--- config.mk ---
export PLATFORM = sky130hd
export DESIGN_NAME = led_counter_sequencer
export DESIGN_NICKNAME = d
export VERILOG_FILES = /design/src/rtl/led_counter_pkg.sv /design/src/rtl/tick_prescaler.sv /design/src/rtl/led_counter_sequencer.sv
export SDC_FILE = /design/constraint.sdc
export NUM_CORES = 1
export LEC_CHECK = 0
export CELL_PAD_IN_SITES_DETAIL_PLACEMENT = 1
export CELL_PAD_IN_SITES_GLOBAL_PLACEMENT = 1
export CORE_MARGIN = 3
export CORE_UTILIZATION = 50
export CTS_BUF_LIST = sky130_fd_sc_hd__clkbuf_4
export DETAILED_ROUTE_END_ITERATION = 10
export PLACE_DENSITY = 0.95
export SKIP_LAST_GASP = 1
export SYNTH_ARGS = -nofsm -noshare
export SYNTH_HDL_FRONTEND = slang
export SYNTH_SLANG_ARGS = --single-unit
--- constraint.sdc ---
create_clock -name clock -period 6.16 [get_ports clock]
set_clock_uncertainty 0.15 [all_clocks]
set_input_delay 1.848 -clock clock [delete_from_list [all_inputs] [get_ports clock]]
set_output_delay 1.848 -clock clock [all_outputs]
set_load 0.02 [all_outputs]
--- src/rtl/led_counter_pkg.sv ---
// Shared opcode and state encodings for the LED counter sequencer.
package led_counter_pkg;

    localparam logic [1:0] OP_START_UP   = 2'd0;
    localparam logic [1:0] OP_START_DOWN = 2'd1;
    localparam logic [1:0] OP_STOP       = 2'd2;
    localparam logic [1:0] OP_LOAD       = 2'd3;

    typedef enum logic [1:0] {
        ST_IDLE = 2'd0,
        ST_UP   = 2'd1,
        ST_DOWN = 2'd2
    } state_e;

endpackage

--- src/rtl/tick_prescaler.sv ---
// Free-running clock divider: tick is high on the last cycle of each
// PRESCALE-cycle period while enabled; clear restarts the period.
module tick_prescaler #(
    parameter int unsigned PRESCALE = 50_000_000
) (
    input  logic clock,
    input  logic reset_n,
    input  logic enable,
    input  logic clear,
    output logic tick
);

    localparam logic [31:0] TERM = 32'(PRESCALE - 1);

    logic [31:0] pc_q, pc_d;

    assign tick = enable && (pc_q == TERM);

    always_comb begin
        pc_d = pc_q;
        if (clear) begin
            pc_d = '0;
        end else if (enable) begin
            pc_d = tick ? '0 : pc_q + 32'd1;
        end
    end

    always_ff @(posedge clock or negedge reset_n) begin
        if (!reset_n) begin
            pc_q <= '0;
        end else begin
            pc_q <= pc_d;
        end
    end

endmodule

--- src/rtl/led_counter_sequencer.sv ---
// Command-driven up/down LED counter: valid/ready command port, FSM,
// prescaled stepping and a registered wrap pulse.
module led_counter_sequencer
    import led_counter_pkg::*;
#(
    parameter int          WIDTH    = 8,
    parameter int unsigned PRESCALE = 50_000_000
) (
    input  logic             clock,
    input  logic             reset_n,
    input  logic             cmd_valid,
    output logic             cmd_ready,
    input  logic [1:0]       cmd_op,
    input  logic [WIDTH-1:0] cmd_data,
    output logic [WIDTH-1:0] led,
    output logic             running,
    output logic             wrap
);

    state_e           state_q, state_d;
    logic [WIDTH-1:0] led_q, led_d;
    logic             wrap_q, wrap_d;
    logic             ready_q, ready_d;
    logic             running_q, running_d;
    logic             accept;
    logic             tick;

    assign accept = cmd_valid && ready_q;

    // Every accepted command restarts the step period.
    tick_prescaler #(
        .PRESCALE (PRESCALE)
    ) u_prescaler (
        .clock   (clock),
        .reset_n (reset_n),
        .enable  (state_q != ST_IDLE),
        .clear   (accept),
        .tick    (tick)
    );

    always_comb begin
        state_d = state_q;
        led_d   = led_q;
        wrap_d  = 1'b0;
        ready_d = !accept;
        if (accept) begin
            // A command on a terminal-count edge discards that step.
            case (cmd_op)
                OP_START_UP:   state_d = ST_UP;
                OP_START_DOWN: state_d = ST_DOWN;
                OP_STOP:       state_d = ST_IDLE;
                OP_LOAD:       led_d   = cmd_data;
                default:       ;
            endcase
        end else if (tick) begin
            if (state_q == ST_UP) begin
                led_d  = led_q + 1'b1;
                wrap_d = (led_q == {WIDTH{1'b1}});
            end else begin
                led_d  = led_q - 1'b1;
                wrap_d = (led_q == '0);
            end
        end
        running_d = (state_d != ST_IDLE);
    end

    always_ff @(posedge clock or negedge reset_n) begin
        if (!reset_n) begin
            state_q   <= ST_IDLE;
            led_q     <= '0;
            wrap_q    <= 1'b0;
            ready_q   <= 1'b1;
            running_q <= 1'b0;
        end else begin
            state_q   <= state_d;
            led_q     <= led_d;
            wrap_q    <= wrap_d;
            ready_q   <= ready_d;
            running_q <= running_d;
        end
    end

    assign cmd_ready = ready_q;
    assign led       = led_q;
    assign running   = running_q;
    assign wrap      = wrap_q;

endmodule

==> flow_metrics.tcl, run 1 <==
set metrics [dict create \
    tightestPinTransition_ps 1170 \
    io_pins 24 \
    drt-initial-drc-count 253 \
    via_count 2630 \
    worstSetupEndpointType "register" \
    synth-async-reset-ratio_pct 100 \
    syn_inst 317 \
    core_region_area_um2 5300 \
    grt_overflow_total 0 \
    synth_area_leader_cell "sky130_fd_sc_hd__dfrtp_1" \
    required_time_of_the_critical_path_ps 6290 \
    multi_input_combinational_cell_area_um2 1620 \
    routedWlPerCell_um 19.5 \
    yosysUniqueCellTypes 65 \
    post-synth-top-count-cell "sky130_fd_sc_hd__dfrtp_1" \
    fin_crit_ps 4060 \
    synth_enable_flop_cells 0 \
    timing.setup.tns_ps 0 \
    timing.reg2reg.setup_slack_ps 2910 \
    place_hpwl_um 5630 \
    crit_path_top_delay_cell "sky130_fd_sc_hd__inv_1" \
    p_leak_nw 1.21 \
    syn-cell-area_um2 2850 \
    die_x_um 81.4 \
    floorplan.die_area_um2 6630 \
    postSynth.topFlopCell "sky130_fd_sc_hd__dfrtp_1" \
    synth_largest_type_area_fraction_pct 38.7 \
    first_global_vias 2725 \
    initial_drt_pass_iterations 4 \
    regArea_um2 1130 \
    worst_slew_slack_as_a_fraction_of_its_limit_pct 22.0 \
    place_inst 396 \
    outcome "finished, final reports clean" \
    fmax_mhz 246 \
    synth_xor_area_share_pct 5.23 \
    fp.dieH_um 81.4 \
    power.density_cell_area_nw_per_um2 303 \
    clock_path_buffers 2 \
    cts_htree_levels 2 \
    numClockSinks 45 \
    synth_sequential_area_ratio_pct 39.6 \
    final.period_utilization_pct 65.9 \
    post_layout_nets 355 \
    floorplan.rows 26 \
    worst_hold_slack_ps 376 \
    report.final.setup_viol 0 \
    drive_gt1_share_pct 8.38 \
    num-fill-cells 625 \
    max-vdd-ir-drop_mv 0.220 \
    synth-seq-cells 45 \
    routabilityCongestion 0.798 \
    fraction_of_the_mapped_netlist_area_in_compound_gates_pct 16.5 \
    share_of_synthesized_cell_area_in_and_or_nand_and_nor_gates_pct 28.5 \
    slowest_delay_ps 490 \
    final_cells 404 \
    floorplan.initialDensity_pct 53.7 \
    setup.worst_path.class "in2reg" \
    hold_class "reg2reg" \
    grt_setup_unrepaired "no" \
    grt_antenna_before_repair 0 \
    cts.hold.buffers_added 0 \
    synth_top_area_cells "sky130_fd_sc_hd__dfrtp_1 (39%), sky130_fd_sc_hd__a31oi_1 (4.2%), sky130_fd_sc_hd__nand4_1 (3.7%)" \
    grt_start_max_net_pins 46 \
    cts-buffers-inserted 5 \
    yosys.area_share.adder_pct 4.22 \
    post_synth_top_cells "sky130_fd_sc_hd__dfrtp_1 (44), sky130_fd_sc_hd__nor2_1 (26), sky130_fd_sc_hd__a31oi_1 (19), sky130_fd_sc_hd__nand2_1 (19), sky130_fd_sc_hd__nand4_1 (17)" \
    antenna_cells 0 \
    gr-usage-all-layers_pct 25.7 \
    combinational_family_with_the_most_area_after_synthesis "simple AND/OR/NAND/NOR gates" \
    clkLatencyLatePin_ps 360 \
    grt_first_pass_wirelength_um 13300 \
    clock_tree.root_cell "sky130_fd_sc_hd__clkbuf_4" \
    synthMuxAreaShare_pct 1.89 \
    area_growth_syn_to_layout_pct 11.1 \
    buffer_ports.inserted 23 \
    cp_max_fo 30 \
    maxSlewViolCount 0 \
    synth.net_count 339 \
    drt-total-wl_um 7880 \
    timing.max_cap.violations 0 \
    drcViolationCount 0 \
    ant_nets 0 \
    routed_via_density 6.51 \
    worst_endpoint_data_arrival_time_ps 4190 \
    cts_repair_resize_count 0 \
    finalHoldViolations 0 \
    avgSynthCellArea_um2 8.98 \
    worst_setup_path_start_kind "input port" \
    worst_setup_hold_path_clk_slew_ps 130 \
    synth-warning-count 0 \
    postCtsSetupBuffers 0 \
    cts_tree "built" \
    timing.critical_path.cells "clkdlybuf4s50_1 > and2_1 > inv_1 > o31ai_4 > or3_1 > a31oi_1" \
]
[layout by cell type (no fill, tap or decap), types with 2 or more instances in the layout]
cell and instances:
sky130_fd_sc_hd__o31a_1 2, sky130_fd_sc_hd__clkdlybuf4s50_1 22, sky130_fd_sc_hd__inv_1 11, sky130_fd_sc_hd__or2_2 4
sky130_fd_sc_hd__or3_2 3, sky130_fd_sc_hd__xor2_1 12, sky130_fd_sc_hd__a31oi_1 19, sky130_fd_sc_hd__nand3_1 14
sky130_fd_sc_hd__nor2b_1 3, sky130_fd_sc_hd__dfrtp_1 44, sky130_fd_sc_hd__nor3_1 14, sky130_fd_sc_hd__and3_1 4
sky130_fd_sc_hd__or3_1 9, sky130_fd_sc_hd__a21oi_1 14, sky130_fd_sc_hd__and2_1 6, sky130_fd_sc_hd__o21ai_0 7
sky130_fd_sc_hd__ha_1 8, sky130_fd_sc_hd__nand4_1 17, sky130_fd_sc_hd__o211ai_1 2, sky130_fd_sc_hd__nand2_1 19
sky130_fd_sc_hd__o21bai_1 2, sky130_fd_sc_hd__nand3b_1 2, sky130_fd_sc_hd__o31ai_1 2, sky130_fd_sc_hd__clkbuf_4 7
sky130_fd_sc_hd__mux2i_1 2, sky130_fd_sc_hd__nor4_1 9, sky130_fd_sc_hd__nor2_1 26, sky130_fd_sc_hd__or4_1 3
sky130_fd_sc_hd__a211oi_1 3, sky130_fd_sc_hd__nor4b_1 2, sky130_fd_sc_hd__mux2_2 3, sky130_fd_sc_hd__xnor2_1 5
[where the power goes]
part	switching [mW]	total, mW	internal [mW]	leakage (nW)
Clock	0.0927	0.146	0.0529	0.0338
Sequential	0.0613	0.394	0.333	0.595
Combinational	0.231	0.418	0.187	0.585
[cells by family after synthesis]
logic type,Yosys count
DFF,45
AOI/OAI and AO/OA,70
adders and majority gates,9
and+or+nand+nor,145
buffers and inverters,26
muxes,5
xor gates and xnor gates,17
[area by class of cell]
| class | count | share of cell area (%) |
|---|---|---|
| repair buffers | 24 | 7.36 |
| inverters | 11 | 1.31 |
| well taps | 70 | 2.77 |
| clock inverters | 1 | 0.119 |
| flip-flops and latches | 45 | 35.7 |
| multi-input cells | 246 | 51.1 |
| clock buffers | 7 | 1.66 |
[worst max-delay path, delay by kind of cell]
family                 cells  cell delay [ps]
AO/OA/AOI/OAI              2              590
buffers and inverters      2              930
AND/OR/NAND/NOR            2              810
[final timing paths]
check                                startpoint                   end  cells after the start
min in group asynchronous               reset_n                led[7]                      1
setup reg to reg                     state_q[1]  u_prescaler.pc_q[21]                      5
hold / removal             u_prescaler.pc_q[31]  u_prescaler.pc_q[31]                      1
setup / recovery                      cmd_valid  u_prescaler.pc_q[21]                      6
max in group asynchronous               reset_n                led[0]                      1
hold reg to reg            u_prescaler.pc_q[31]  u_prescaler.pc_q[31]                      1
[per-stage QoR]
stage          setup WS, ps  util, %  power (mW)  area, µm²
4_1_cts                2110     59.6       0.959       3160
3_3_place_gp           1870     58.6       0.796       3110
2_1_floorplan          2630        -       0.666       2850
5_1_grt                1930     59.6        1.03       3160
6_report               2100     59.6       0.958       3160
3_5_place_dp           1760     58.6       0.815       3110
[flip-flops by register name (all words and copies together), names as in the netlist]
signal,count
cmd_ready,1
led,8
running,1
state_q,2
u_prescaler.pc_q,32
wrap,1
[layer usage]
metal | routed length (µm) | track usage (%) | vias up
met3 | 354 | 3.95 | 10
met2 | 3880 | 43.2 | 74
met5 | 0 | 0 | -
met4 | 66 | 6.42 | 0
met1 | 3580 | 34.8 | 1315
li1 | - | - | 1231
Power figures use the tool's default switching activity.
==> inputs of run 2 (changes only) <==
- CORE_UTILIZATION: 50 -> 42
- PLACE_DENSITY: 0.95 -> 0.89
- clock period: 6.16 -> 3.6 ns (I/O delays scaled with it)
==> run 2 against run 1 <==
  * Worst hold slack got worse by 27 ps
  * Clock power rose to 2.6 times the previous value
  * Design area grew 2.9%
  * First-iteration DRC count decreased by 40%
  * Setup slack got worse by 1400 ps
  * Count of clock-buffer cells in the layout shrank 2
  * Global-route usage down 4.3 points
  * Core utilization is 9.2 points lower
  * Critical path type is now reg2reg
  * Critical endpoint is now u_prescaler.pc_q[1]
  * Largest cell class unchanged
==> flow_metrics.tcl, run 2 (synthesized netlist as in run 1, its figures left out) <==
set metrics [dict create \
    cts_tree "built" \
    core_region_area_um2 6460 \
    cts_repair_resize_count 0 \
    floorplan.die_area_um2 7800 \
    worst_r2r_path_depth 5 \
    cp_top_family "compound AO/OA/AOI/OAI gates" \
    floorplan.rows 29 \
    timing.critical_path.cells "nor4_1 > nand4_1 > o31ai_4 > nor2_1 > a22o_1" \
    p_leak_nw 1.26 \
    floorplan.initialDensity_pct 44.1 \
    hold_class "reg2reg" \
    grt_first_pass_wirelength_um 13100 \
    grt_start_max_net_pins 46 \
    timing.max_cap.violations 0 \
    worst_endpoint_data_arrival_time_ps 3000 \
    io_pins 24 \
    tightestPinTransition_ps 1180 \
    fin_util_pct 50.4 \
    place_inst 408 \
    reg2reg_to "u_prescaler.pc_q[1]" \
    buffer_ports.inserted 23 \
    post_layout_nets 360 \
    end_of_the_critical_path "u_prescaler.pc_q[1]" \
    first_global_vias 2668 \
    cts.hold.buffers_added 0 \
    initial_drt_pass_iterations 4 \
    grt_overflow_total 0 \
    setup.worst_path.class "reg2reg" \
    placedInstanceArea_um2 3150 \
    timing.setup.tns_ps 0 \
    cp_max_fo 30 \
    worst_hold_startpoint "u_prescaler.pc_q[31]" \
    postLayoutCellArea_um2 3250 \
    place_hpwl_um 5710 \
    routedWlPerCell_um 18.9 \
    crit_path_top_delay_cell "sky130_fd_sc_hd__o31ai_4" \
    worstSetupEndpointType "register" \
    worst_slew_slack_as_a_fraction_of_its_limit_pct 21.5 \
    r2r-start "u_prescaler.pc_q[24]" \
    cts_htree_levels 2 \
    drcViolationCount 0 \
    cts-buffers-inserted 5 \
    largest_register_ff_count 32 \
    worst_setup_path_start_kind "register" \
    drt-initial-drc-count 152 \
    slowest_delay_ps 1030 \
    report.final.setup_viol 0 \
    clkLatencyLatePin_ps 370 \
    final.period_utilization_pct 80.4 \
    stages_on_worst_setup_path 5 \
    power.density_cell_area_nw_per_um2 546 \
    grt_antenna_before_repair 0 \
    numClockSinks 45 \
    setup.worst_path.start "u_prescaler.pc_q[24]" \
    worst_setup_hold_path_clk_slew_ps 140 \
    layout.cells.most_common_list "sky130_fd_sc_hd__dfrtp_1 (44), sky130_fd_sc_hd__nor2_1 (26), sky130_fd_sc_hd__clkdlybuf4s50_1 (22), sky130_fd_sc_hd__a31oi_1 (19), sky130_fd_sc_hd__nand2_1 (19)" \
    fmax_mhz 345 \
    gr-usage-all-layers_pct 21.5 \
    routabilityCongestion 0.777 \
    via_count 2601 \
    required_time_of_the_critical_path_ps 3710 \
    fin_crit_ps 2900 \
    cp.buffers_inverters 0 \
    antenna_cells 0 \
    largest_register "u_prescaler.pc_q" \
    timing.reg2reg.setup_slack_ps 700 \
    final_cells 416 \
    grt_setup_unrepaired "no" \
    drive_gt1_share_pct 10.0 \
    routed_via_density 6.25 \
    ant_nets 0 \
    worst_hold_slack_ps 349 \
    clock_tree.root_cell "sky130_fd_sc_hd__clkbuf_4" \
    postCtsSetupBuffers 0 \
    drt-total-wl_um 7860 \
    final_common_cell "sky130_fd_sc_hd__dfrtp_1" \
    maxSlewViolCount 0 \
    clock_path_buffers 2 \
    die_x_um 88.3 \
    outcome "finished, final reports clean" \
    finalHoldViolations 0 \
    area_growth_syn_to_layout_pct 14.4 \
    fp.dieH_um 88.3 \
    max-vdd-ir-drop_mv 0.372 \
]
## run 2: cell types whose count changed in the layout (fill, tap and decap cells not counted), sizes merged
cell    delta
buf        +5
bufinv     +2
clkbuf     -2
## run 2: worst min path at each step
stage	endpoint	slack, ps	depth (start not counted)
2_1_floorplan	u_prescaler.pc_q[31]	300	1
3_3_place_gp	u_prescaler.pc_q[31]	330	1
3_5_place_dp	u_prescaler.pc_q[31]	330	1
4_1_cts	u_prescaler.pc_q[31]	350	1
5_1_grt	u_prescaler.pc_q[31]	370	1
6_report	u_prescaler.pc_q[31]	350	1
## run 2: cell type report
cell class / count / area [µm²]
multi-input cells: 246 / 1620
clock inverters: 3 / 65.1
well taps: 77 / 96.3
repair buffers: 29 / 270
clock buffers: 5 / 37.5
flip-flops and latches: 45 / 1130
fillers: 767 / 3200
inverters: 11 / 41.3
## run 2: report_power, final
part / internal, mW / switching (mW)
clock: 0.215 / 0.170
sequential: 0.569 / 0.102
combinational: 0.327 / 0.394
total: 1.11 / 0.666
## run 2: routing by layer
metal  routed length, µm  global-route usage (%)
met4                 125                    6.32
met2                3930                    36.6
met3                 206                    3.63
met1                3600                    27.9
met5                   0                       0
## run 2: per-stage QoR
| stage | setup WS (ps) | power (mW) |
|---|---|---|
| 2_1_floorplan | 841 | 1.14 |
| 3_3_place_gp | 507 | 1.37 |
| 3_5_place_dp | 419 | 1.40 |
| 4_1_cts | 656 | 1.79 |
| 5_1_grt | 485 | 1.90 |
| 6_report | 704 | 1.78 |
==> inputs of run 3 (changes only) <==
- clock period: 3.6 -> 2.5 ns (I/O delays scaled with it)
==> run 3 against run 2 <==
  * Count of clock-buffer cells in the layout up 2
  * Die area unchanged
  * Design area increased by 9.6%
  * Clock power decreased by 3%
  * Global-route usage is 3.4 points higher
  * Sequential share of layout area decreased by 3.0 points
  * Sequential cell count did not move
  * Critical path type is now reg2out
  * Critical endpoint is now led[1]
  * Largest cell class unchanged
==> flow_metrics.tcl, run 3 (synthesized netlist as in run 1, its figures left out) <==
set metrics [dict create \
    via_count 2887 \
    floorplan.die_area_um2 7800 \
    gr-usage-all-layers_pct 24.9 \
    layout.cells.most_common_list "sky130_fd_sc_hd__buf_4 (46), sky130_fd_sc_hd__dfrtp_1 (42), sky130_fd_sc_hd__nor2_1 (26), sky130_fd_sc_hd__clkdlybuf4s50_1 (21)" \
    post-route-worst-setup-slack_ps 47.5 \
    worst_endpoint_data_arrival_time_ps 1550 \
    r2r-start "u_prescaler.pc_q[24]" \
    maxSlewViolCount 0 \
    worst_r2r_path_depth 6 \
    fp.dieH_um 88.3 \
    initial_drt_pass_iterations 4 \
    required_time_of_the_critical_path_ps 1600 \
    power.sequential.fraction_pct 37.6 \
    cts_tree "built" \
    grt_overflow_total 0 \
    clock_tree.root_cell "sky130_fd_sc_hd__clkbuf_4" \
    timing.reg2reg.setup_slack_ps 120 \
    io_pins 24 \
    fin_util_pct 55.2 \
    worstSetupEndpointType "output pin" \
    p_switching_mw 1.06 \
    drive_gt1_share_pct 22.1 \
    slowest_delay_ps 670 \
    clock_power_share_pct 14.3 \
    dp_slack_ps -215 \
    cts-buffers-inserted 5 \
    share_comb_of_total_power_pct 48.1 \
    num-fill-cells 769 \
    place_hpwl_um 6750 \
    cts.hold.buffers_added 0 \
    die_x_um 88.3 \
    power.density_cell_area_nw_per_um2 734 \
    floorplan.rows 29 \
    floorplan.initialDensity_pct 44.1 \
    setup.worst_path.class "reg2out" \
    drt-initial-drc-count 196 \
    worst_slew_slack_as_a_fraction_of_its_limit_pct 60.6 \
    cp.buffers_inverters 1 \
    clkLatencyLatePin_ps 370 \
    antenna_cells 0 \
    final.period_utilization_pct 98.1 \
    post_layout_nets 401 \
    drcViolationCount 0 \
    worst_setup_path_start_kind "register" \
    reg2reg_to "led[2]" \
    power_switching_share_pct 40.6 \
    place_inst 446 \
    max-vdd-ir-drop_mv 0.740 \
    outcome "finished, final reports clean" \
    final_common_cell "sky130_fd_sc_hd__buf_4" \
    cts_htree_levels 2 \
    routedWlPerCell_um 20.2 \
    placedInstanceArea_um2 3450 \
    core_region_area_um2 6460 \
    report.final.setup_viol 0 \
    ant_nets 0 \
    grt_first_pass_wirelength_um 15100 \
    internal-power_mw 1.55 \
    area_growth_syn_to_layout_pct 25.4 \
    finalHoldViolations 0 \
    largest_register "u_prescaler.pc_q" \
    tightestPinTransition_ps 586 \
    worst_hold_slack_ps 94.5 \
    buffer_ports.inserted 23 \
    timing.setup.tns_ps 0 \
    cp_max_fo 6 \
    first_global_vias 3046 \
    largest_register_ff_count 32 \
    drt-total-wl_um 9220 \
    hold_class "in2async" \
    routed_via_density 6.32 \
    grt_start_max_net_pins 37 \
    fmax_mhz 408 \
    timing.max_cap.violations 0 \
    p_leak_nw 1.45 \
    final_cells 457 \
    grt_antenna_before_repair 0 \
    routabilityCongestion 0.880 \
    postLayoutCellArea_um2 3570 \
    fin_crit_ps 2450 \
    worst_setup_hold_path_clk_slew_ps 140 \
    clock_path_buffers 2 \
    report.power.total_mw 2.62 \
    cp_top_family "buffers and inverters" \
    numClockSinks 45 \
    timing.critical_path.cells "clkdlybuf4s50_1" \
    crit_path_top_delay_cell "sky130_fd_sc_hd__clkdlybuf4s50_1" \
]
run 3: changes by cell type in the layout (fill, tap and decap cells not counted), moves of 2 or more:
cell	previous run	this run
sky130_fd_sc_hd__bufinv_16	2	0
sky130_fd_sc_hd__clkbuf_4	5	7
sky130_fd_sc_hd__inv_1	11	9
sky130_fd_sc_hd__buf_4	6	46
sky130_fd_sc_hd__inv_2	0	2
sky130_fd_sc_hd__dfrtp_1	44	42
sky130_fd_sc_hd__dfrtp_2	0	2
run 3: repair_timing:
| action | 4_1_cts | 5_1_grt |
|---|---|---|
| endpoints found under the hold margin | 0 | 0 |
| cloned | 0 | 0 |
| pin swaps | 1 | 0 |
| resized for setup | 3 | 7 |
| endpoints found under the setup margin | 2 | 8 |
| setup buffers | 3 | 0 |
run 3: per-layer routing:
metal	GRT usage (%)	part of all wire [%]	vias to the layer above
li1	-	-	1318
met1	30.4	43	1473
met2	44.7	51	80
met3	3.91	3.9	16
met4	7.97	2.0	0
met5	0	0	-
run 3: worst max-delay path by stage:
stage | from | to | cells past startpoint
after floorplan | cmd_valid | led[2] | 6
after global placement | cmd_valid | u_prescaler.pc_q[1] | 7
after detailed placement | cmd_valid | led[6] | 9
after CTS | cmd_ready | cmd_ready | 1
after global routing | state_q[0] | led[7] | 8
final | led[1] | led[1] | 1
run 3: final cells by class:
type                            count  area [µm²]  share of cell area (%)
Tap cell                           77        96.3                    2.70
Clock buffer                        7        52.6                    1.47
Multi-Input combinational cell    246        1650                    46.2
Clock inverter                      1        7.51                   0.210
Inverter                           11        41.3                    1.16
Timing Repair Buffer               70         593                    16.6
Sequential cell                    45        1130                    31.7
run 3: power groups by stage:
| stage | clock (mW) | sequential (mW) | combinational [mW] |
|---|---|---|---|
| CTS | 0.389 | 0.969 | 1.22 |
| floorplan | 0 | 1.02 | 0.626 |
| global route | 0.419 | 0.999 | 1.37 |
| detailed placement | 0 | 0.980 | 1.19 |
| finish | 0.374 | 0.984 | 1.26 |
| global placement | 0 | 0.966 | 1.12 |
